**config.mk**
```make
export PLATFORM = sky130hd
export DESIGN_NAME = dijkstra_controller
export DESIGN_NICKNAME = d
export VERILOG_FILES = /design/src/rtl/dijkstra_controller.sv
export SDC_FILE = /design/constraint.sdc
export NUM_CORES = 1
export LEC_CHECK = 0
export BUFFER_PORTS_ARGS = -buffer_cell sky130_fd_sc_hd__buf_2
export CORE_UTILIZATION = 35
export CTS_CLUSTER_SIZE = 10
export DETAILED_ROUTE_END_ITERATION = 8
export PLACE_DENSITY = 0.68
export SYNTH_ARGS = -nofsm -noshare
export SYNTH_HDL_FRONTEND = slang
export SYNTH_SLANG_ARGS = --single-unit
export TNS_END_PERCENT = 10
```
**constraint.sdc**
```tcl
create_clock -name clock -period 5.7 [get_ports clock]
set_input_delay 1.14 -clock clock [delete_from_list [all_inputs] [get_ports clock]]
set_output_delay 1.14 -clock clock [all_outputs]
set_load 0.1 [all_outputs]
```
**src/rtl/dijkstra_controller.sv**
```systemverilog
// Drives a priority-queue distance store through single-source shortest path; about MAX_NODES+2*SETTLE_CYCLES+1+2*MAX_NODES cycles per settled node.
// No backpressure: queue writes are single-cycle pulses and adjacency/queue reads are assumed to return one cycle after their address.
`ifndef DEFAULT_INDEX_WIDTH
`define DEFAULT_INDEX_WIDTH 4
`endif
`ifndef DEFAULT_VALUE_WIDTH
`define DEFAULT_VALUE_WIDTH 8
`endif

module dijkstra_controller #(
  parameter int MAX_NODES     = 8,
  parameter int INDEX_WIDTH   = `DEFAULT_INDEX_WIDTH,
  parameter int VALUE_WIDTH   = `DEFAULT_VALUE_WIDTH,
  parameter int SETTLE_CYCLES = 2
) (
  input  logic                           clock,
  input  logic                           reset,
  input  logic                           start,
  input  logic [INDEX_WIDTH-1:0]         source,
  output logic [2*INDEX_WIDTH-1:0]       adj_addr,
  input  logic [VALUE_WIDTH-1:0]         adj_weight,
  output logic                           pq_set_en,
  output logic [INDEX_WIDTH-1:0]         pq_index,
  output logic [VALUE_WIDTH-1:0]         pq_write_value,
  input  logic [VALUE_WIDTH-1:0]         pq_read_value,
  input  logic [INDEX_WIDTH-1:0]         pq_min_index,
  input  logic [VALUE_WIDTH-1:0]         pq_min_value,
  output logic [INDEX_WIDTH*MAX_NODES-1:0] pq_mask_flat,
  output logic [INDEX_WIDTH*MAX_NODES-1:0] prev_flat,
  output logic                           busy,
  output logic                           done
);

  localparam logic [INDEX_WIDTH-1:0] UNVISITED = '1;
  localparam logic [VALUE_WIDTH-1:0] INFINITY  = '1;
  localparam logic [INDEX_WIDTH-1:0] LAST_NODE = INDEX_WIDTH'(MAX_NODES - 1);
  localparam int CW = (SETTLE_CYCLES > 1) ? $clog2(SETTLE_CYCLES) : 1;
  localparam logic [CW-1:0] SETTLE_LAST = CW'(SETTLE_CYCLES - 1);
  localparam int SW = $clog2(MAX_NODES + 1);
  localparam logic [SW-1:0] ALL_SETTLED = SW'(MAX_NODES);

  typedef enum logic [2:0] {
    S_IDLE, S_INIT, S_SETTLE, S_SELECT, S_SETTLE_M, S_RELAX_ISSUE, S_RELAX_CHECK, S_DONE
  } state_t;

  state_t                   state_q, state_d;
  logic [INDEX_WIDTH-1:0]   src_q, u_q, v_q;
  logic [VALUE_WIDTH-1:0]   du_q;
  logic [CW-1:0]            cnt_q;
  logic [SW-1:0]            n_settled_q;
  logic [INDEX_WIDTH-1:0]   mask_q [MAX_NODES];
  logic [INDEX_WIDTH-1:0]   prev_q [MAX_NODES];
  logic [VALUE_WIDTH:0]     alt;
  logic                     v_open;
  logic                     relax_ok;

  // alt is one bit wider so a saturating sum is seen as >= INFINITY instead of wrapping
  assign alt = {1'b0, du_q} + {1'b0, adj_weight};

  always_comb begin
    v_open = 1'b0;
    for (int j = 0; j < MAX_NODES; j++) begin
      if (v_q == INDEX_WIDTH'(j)) v_open = (mask_q[j] == UNVISITED);
    end
  end

  assign relax_ok = (adj_weight != INFINITY) && v_open &&
                    (alt < {1'b0, INFINITY}) && (alt < {1'b0, pq_read_value});

  always_comb begin
    state_d        = state_q;
    pq_set_en      = 1'b0;
    pq_write_value = '0;
    case (state_q)
      S_IDLE:        if (start) state_d = S_INIT;
      S_INIT: begin
        pq_set_en      = 1'b1;
        pq_write_value = (v_q == src_q) ? '0 : INFINITY;
        if (v_q == LAST_NODE) state_d = S_SETTLE;
      end
      S_SETTLE:      if (cnt_q == SETTLE_LAST) state_d = S_SELECT;
      S_SELECT: begin
        if (pq_min_value == INFINITY || n_settled_q == ALL_SETTLED) state_d = S_DONE;
        else                                                          state_d = S_SETTLE_M;
      end
      S_SETTLE_M:    if (cnt_q == SETTLE_LAST) state_d = S_RELAX_ISSUE;
      S_RELAX_ISSUE: state_d = S_RELAX_CHECK;
      S_RELAX_CHECK: begin
        if (relax_ok) begin
          pq_set_en      = 1'b1;
          pq_write_value = alt[VALUE_WIDTH-1:0];
        end
        state_d = (v_q == LAST_NODE) ? S_SETTLE : S_RELAX_ISSUE;
      end
      S_DONE:        state_d = S_IDLE;
      default:       state_d = S_IDLE;
    endcase
  end

  always_ff @(posedge clock or negedge reset) begin
    if (!reset) begin
      state_q     <= S_IDLE;
      src_q       <= '0;
      u_q         <= '0;
      v_q         <= '0;
      du_q        <= '0;
      cnt_q       <= '0;
      n_settled_q <= '0;
      for (int j = 0; j < MAX_NODES; j++) begin
        mask_q[j] <= UNVISITED;
        prev_q[j] <= UNVISITED;
      end
    end else begin
      state_q <= state_d;
      cnt_q   <= (state_d != state_q) ? '0 : cnt_q + 1'b1;
      case (state_q)
        S_IDLE: begin
          if (start) begin
            src_q       <= source;
            v_q         <= '0;
            n_settled_q <= '0;
            for (int j = 0; j < MAX_NODES; j++) begin
              mask_q[j] <= UNVISITED;
              prev_q[j] <= (source == INDEX_WIDTH'(j)) ? INDEX_WIDTH'(j) : UNVISITED;
            end
          end
        end
        S_INIT: if (v_q != LAST_NODE) v_q <= v_q + 1'b1;
        S_SELECT: begin
          u_q  <= pq_min_index;
          du_q <= pq_min_value;
          if (state_d == S_SETTLE_M) begin
            n_settled_q <= n_settled_q + 1'b1;
            v_q         <= '0;
            for (int j = 0; j < MAX_NODES; j++) begin
              if (pq_min_index == INDEX_WIDTH'(j)) mask_q[j] <= INDEX_WIDTH'(j);
            end
          end
        end
        S_RELAX_CHECK: begin
          for (int j = 0; j < MAX_NODES; j++) begin
            if (relax_ok && v_q == INDEX_WIDTH'(j)) prev_q[j] <= u_q;
          end
          if (v_q != LAST_NODE) v_q <= v_q + 1'b1;
        end
        default: ;
      endcase
    end
  end

  for (genvar j = 0; j < MAX_NODES; j++) begin : g_flat
    assign pq_mask_flat[j*INDEX_WIDTH +: INDEX_WIDTH] = mask_q[j];
    assign prev_flat[j*INDEX_WIDTH +: INDEX_WIDTH]    = prev_q[j];
  end

  assign adj_addr = {u_q, v_q};
  assign pq_index = v_q;
  assign busy     = (state_q != S_IDLE) && (state_q != S_DONE);
  assign done     = (state_q == S_DONE);

endmodule

```
## Word-level counts from Yosys, hierarchy flattened

Cells that the tools add are included.

- Bits in registers: 92
- Logic and storage cells: 189

- Add/subtract/negate cells: 4
- Order comparisons: 2
- Equality and inequality tests: 63
- Multiplexer cells: 56
- Reductions and logical operators: 41

Operator list:

| kind | count |
|---|---|
| $pmux W32 S2 | 2 |
| $mux W4 | 28 |
| $mux W32 | 3 |
| $eq A4 B3 Y1 const B | 12 |
| $eq A4 B4 Y1 const B | 9 |
| $ne A2 B2 Y1 const B | 18 |
| $reduce_and A4 Y1 | 9 |
| $reduce_and A3 Y1 | 9 |
| $eq A4 B2 Y1 const B | 6 |
| $pmux W3 S8 | 1 |
| $mux W8 | 2 |
| $pmux W8 S2 | 1 |
| $eq A3 B3 Y1 const B | 5 |
| $mux W3 | 5 |
| $eq A4 B1 Y1 const B | 3 |
| $logic_and A1 B1 Y1 | 12 |
| $logic_not A4 Y1 | 3 |
| $pmux W4 S3 | 1 |
| $mux W1 | 10 |
| $add A8 B8 Y9 | 1 |
| $lt A9 B8 Y1 | 1 |
| $lt A9 B8 Y1 const B | 1 |
| $add A4 B1 Y4 const B | 2 |
| $eq A8 B8 Y1 const B | 1 |
| other kinds (18) | 21 |

## Depth between registers and ports, before layout

- Word-level depth: 15
- Mapped depth: 17
- Mapped depth without buffers: 15

## Least setup slack after synthesis

OpenSTA, ideal clock, no wires.

- Path kind: input to output
- Start point: input port adj_weight[2]
- End point: output port pq_write_value[0]
- Data arrival time: 6.552 ns
- Data required time: 4.560 ns
- Slack: -1.992 ns
- Stages: 15
- Cells stage by stage: ha_1 > and3_1 > a221o_1 > o41ai_2 > xor2_1 > inv_1 > ha_1 > a2111oi_0 > nand2_1 > a2111o_1 > a311o_1 > buf_2 > or2_2 > clkbuf_1 > o21ai_0

- Word-level cells in the longest chain between the ends: 6
- Elaborated cells between the ends (all ways): 9
- Classes of those cells: 1 x add/sub; 2 x order compare; 1 x eq/ne; 2 x mux; 3 x reduce/logical

RTL lines:

| what | RTL line | source |
|---|---|---|
| from (decl) | 21 | `input logic [VALUE_WIDTH-1:0] adj_weight,` |
| $add A8 B8 Y9 / $ne A8 B8 Y1 (equally long branches) | 58, 67 |  |
| $lt A9 B8 Y1 / $logic_and A1 B1 Y1 (equally long branches) | 68, 67 |  |
| $logic_and A1 B1 Y1 | 67 | `assign relax_ok = (adj_weight != INFINITY) && v_open &&` |
| $logic_and A1 B1 Y1 (*) | 68 | `(alt < {1'b0, INFINITY}) && (alt < {1'b0, pq_read_value});` |
| $mux W8 (*) | 89 | `if (relax_ok) begin` |
| $pmux W8 S2 (*) | 74 | `case (state_q)` |
| to (decl) | 24 | `output logic [VALUE_WIDTH-1:0] pq_write_value,` |

Every way passes the cells marked *; elsewhere a longest branch is shown, timed or not.

## Final worst setup path

- Start point: input port adj_weight[3]
- End point: output port pq_write_value[3]

- Word-level cells in the longest chain between the ends: 6
- Elaborated cells between the ends (all ways): 9
- Classes of those cells: 1 x add/sub; 2 x order compare; 1 x eq/ne; 2 x mux; 3 x reduce/logical

RTL lines:

| what | RTL line |
|---|---|
| $add A8 B8 Y9 / $ne A8 B8 Y1 (equally long branches) | 58, 67 |
| $lt A9 B8 Y1 / $logic_and A1 B1 Y1 (equally long branches) | 68, 67 |
| $logic_and A1 B1 Y1 | 67 |
| $logic_and A1 B1 Y1 | 68 |
| $mux W8 (*) | 89 |
| $pmux W8 S2 (*) | 74 |

Marks and branches as above.

==> key figures <==
Outcome
  – Status: complete, but fails checks
  – Violated checks: design-rule violations, negative setup slack

STA
  – Fmax: 173 MHz
  – Clk_skew: 0.00620 ns
  – Max-slew headroom: 42.7%
  – Final WS setup: -0.0845 ns
  – Tmin final: 5.78 ns
  – RSZ-0062 raised after global routing: yes
  – Endpoints failing setup: 8
  – Final hold vios: 0
  – Final Cycle Share: 101%
  – Final Max Slew Viols: 0
  – Worst Max-Slew Pin Slew: 0.859 ns

Clock network
  – Sink Count: 68
  – CTS Hold Buffers Added: 0
  – Total CTS buffers: 9
  – Clock buffer depth: 2
  – Worst-path clk slew: 0.05 ns
  – Worst skew pair latency: 0.34 ns
  – H-tree depth: 3
  – Root buf cell: clkbuf_16
  – CTS tree: yes

Synth
  – Seq/Total Area, Yosys: 41.5%
  – Ys async rst share: 100%
  – Ys flop type: dfstp_2
  – Synth Area in Adders: 6.94%
  – Main combinational cell family by area after synthesis: simple AND/OR/NAND/NOR gates
  – Post-synthesis compound-gate area fraction: 14.4%
  – Cell area after synthesis: 0.00422 mm^2
  – Yosys Warn Count: 0
  – Post-synth EDFFs: 0
  – Distinct cells, synth: 52
  – Post-synthesis register bit count: 68
  – Synth Instances: 458
  – Synth Area per Inst: 9.22 um^2
  – Xor and xnor area share after synthesis: 2.70%
  – Multiplexer share of the synthesized area: 5.33%
  – Simple-Gate Fraction of Synth Area: 20.0%

Critical path
  – Reg2reg end: prev_flat[10]
  – Arrival @ worst endpoint: 4.64 ns
  – Crit-path max FO: 5
  – Required time of the critical path: 4.56 ns
  – Crit end category: output pin
  – Crit start category: input pin
  – Reg2reg start: du_q[2]
  – Reg2Reg Depth: 14
  – Setup Crit Path Kind: in2out
  – R2R setup slack: 1.37 ns
  – Crit path to: pq_write_value[3]
  – Setup crit start: adj_weight[3]

Flow run
  – Max-cap violation count: 0

Layout
  – Post-route cell area: 0.00547 mm^2
  – Post-layout net count: 615
  – Layout cells sized above 1: 41.2%
  – Area grow syn2layout: 29.6%
  – # diodes: 0

Placed design
  – Dpl hpwl: 8380 um
  – Port Buffers: 109
  – Gpl congestion: 0.829
  – DP Area: 0.00501 mm^2

Global route
  – Pin count of the biggest net entering global routing: 69
  – First-pass GRT wire length: 18000 um
  – Remaining global-route overflow: 0
  – GRT Total Usage: 18.4%
  – Number of antenna violations at the first check in global routing: 0
  – Number of global-route vias before repair: 3574

Detailed routing
  – Avg WL per Cell: 16.1 um
  – Via density: 5.23
  – # DRC: 14
  – Final WL: 11400 um
  – Drt pass-1 iters: 6
  – Post-route ant nets: 0
  – Vias: 3695
  – Initial DRC count: 225

Floorplan
  – # rows: 39
  – Die ar.: 0.0125 mm^2
  – Initial core utilization: 36.5%
  – Core area: 0.0116 mm^2
  – Die Y: 112 um
  – Die Wd: 112 um
  – I/O Pins: 122

Min path
  – Hold WC Path Type: reg2reg
[critical path, cell delays in order]
cell       delay, ns
buf_8           0.10
ha_4            0.25
and3_4          0.16
a221o_1         0.35
o41ai_2         0.39
xor2_1          0.24
inv_1           0.07
ha_2            0.21
a2111oi_4       0.19
nand2_1         0.11
a2111o_1        0.36
a311o_1         0.37
or2_4           0.32
o21ai_4         0.19
buf_12          0.19
[cell type report]
type | instances | area (um^2)
Fill cell | 1094 | 6090
Timing Repair Buffer | 121 | 800
Clock inverter | 6 | 65.1
Inverter | 25 | 93.8
Multi-Input combinational cell | 333 | 2350
Tap cell | 143 | 179
Clock buffer | 10 | 229
Sequential cell | 68 | 1750
[routing by layer]
metal  track usage [%]  wire [um]
met5                 0          0
met1              24.0       5060
met3              4.25        717
met4              6.13        217
met2              29.9       5400
[layout by cell type (no fill, tap or decap), types with 6 or more instances in the layout]
master	Yosys	layout
dfrtp_1	28	28
dfstp_2	40	40
and2_1	6	6
nor2_1	34	34
buf_12	0	9
clkbuf_16	0	9
ha_1	21	13
xor2_1	10	10
conb_1	1	12
buf_2	3	96
buf_4	28	12
mux2_2	18	18
inv_1	25	24
nand2_1	80	79
o21ai_0	25	16
nand4_1	6	6
nor3_1	7	7
or4_1	7	7
o31a_1	12	12
o21ai_4	0	7
a21oi_1	17	16
[flip-flops by register name, indices dropped and copies added, names as in the netlist]
signal / flops
prev_flat: 32
du_q: 8
pq_mask_flat: 8
n_settled_q: 4
pq_index: 4
src_q: 4
u_q: 4
state_q: 3
cnt_q: 1
[cell usage after synthesis, types with 6 or more instances]
cell type | count | share of area [%]
nor2_1 | 34 | 3.0
inv_1 | 25 | 2.2
dfrtp_1 | 28 | 17
nor3_1 | 7 | 0.83
buf_4 | 28 | 5.0
o31a_1 | 12 | 2.5
or4_1 | 7 | 1.2
nand4_1 | 6 | 0.89
a21oi_1 | 17 | 2.0
ha_1 | 21 | 6.2
mux2_2 | 18 | 4.8
dfstp_2 | 40 | 25
nand2_1 | 80 | 7.1
xor2_1 | 10 | 2.1
and2_1 | 6 | 0.89
clkbuf_1 | 11 | 0.98
o21ai_0 | 25 | 3.0
[logic make-up after synthesis]
| group | Yosys count |
|---|---|
| muxes | 20 |
| xor gates and xnor gates | 13 |
| other | 1 |
| buffers and inverters | 69 |
| adders and majority gates | 23 |
| AOI/OAI and AO/OA | 86 |
| and+or+nand+nor | 178 |
| DFF | 68 |
[through the flow]
step	util, %	hold slack, ns	setup TNS, ns	instances	setup WS, ns
after global routing	47.3	0.461	-1.68	706	-0.220
after detailed placement	43.3	0.441	-0.165	686	-0.0773
after floorplan	-	0.403	-4.59	469	-1.02
final	47.3	0.437	-0.485	706	-0.0845
after global placement	43.3	0.414	0	686	0.0655
after CTS	46.6	0.446	0	704	0.00181
[worst min path at each step]
stage	start	end	slack (ns)	cells after the start
after floorplan	cnt_q	cnt_q	0.40	1
final	cnt_q	cnt_q	0.44	1
after global placement	cnt_q	cnt_q	0.41	1
after global routing	cnt_q	cnt_q	0.46	1
after detailed placement	cnt_q	cnt_q	0.44	1
after CTS	cnt_q	cnt_q	0.45	1
[repair_timing]
action                                  in CTS  in global routing
buffers inserted                             1                  2
gates resized for setup                     14                 15
pin swaps                                    4                 12
endpoints found under the setup margin       8                  9
gates cloned                                 1                  0
Power is not shown: default switching activity piles up to over one toggle a cycle in this logic, so the estimate is an artifact.
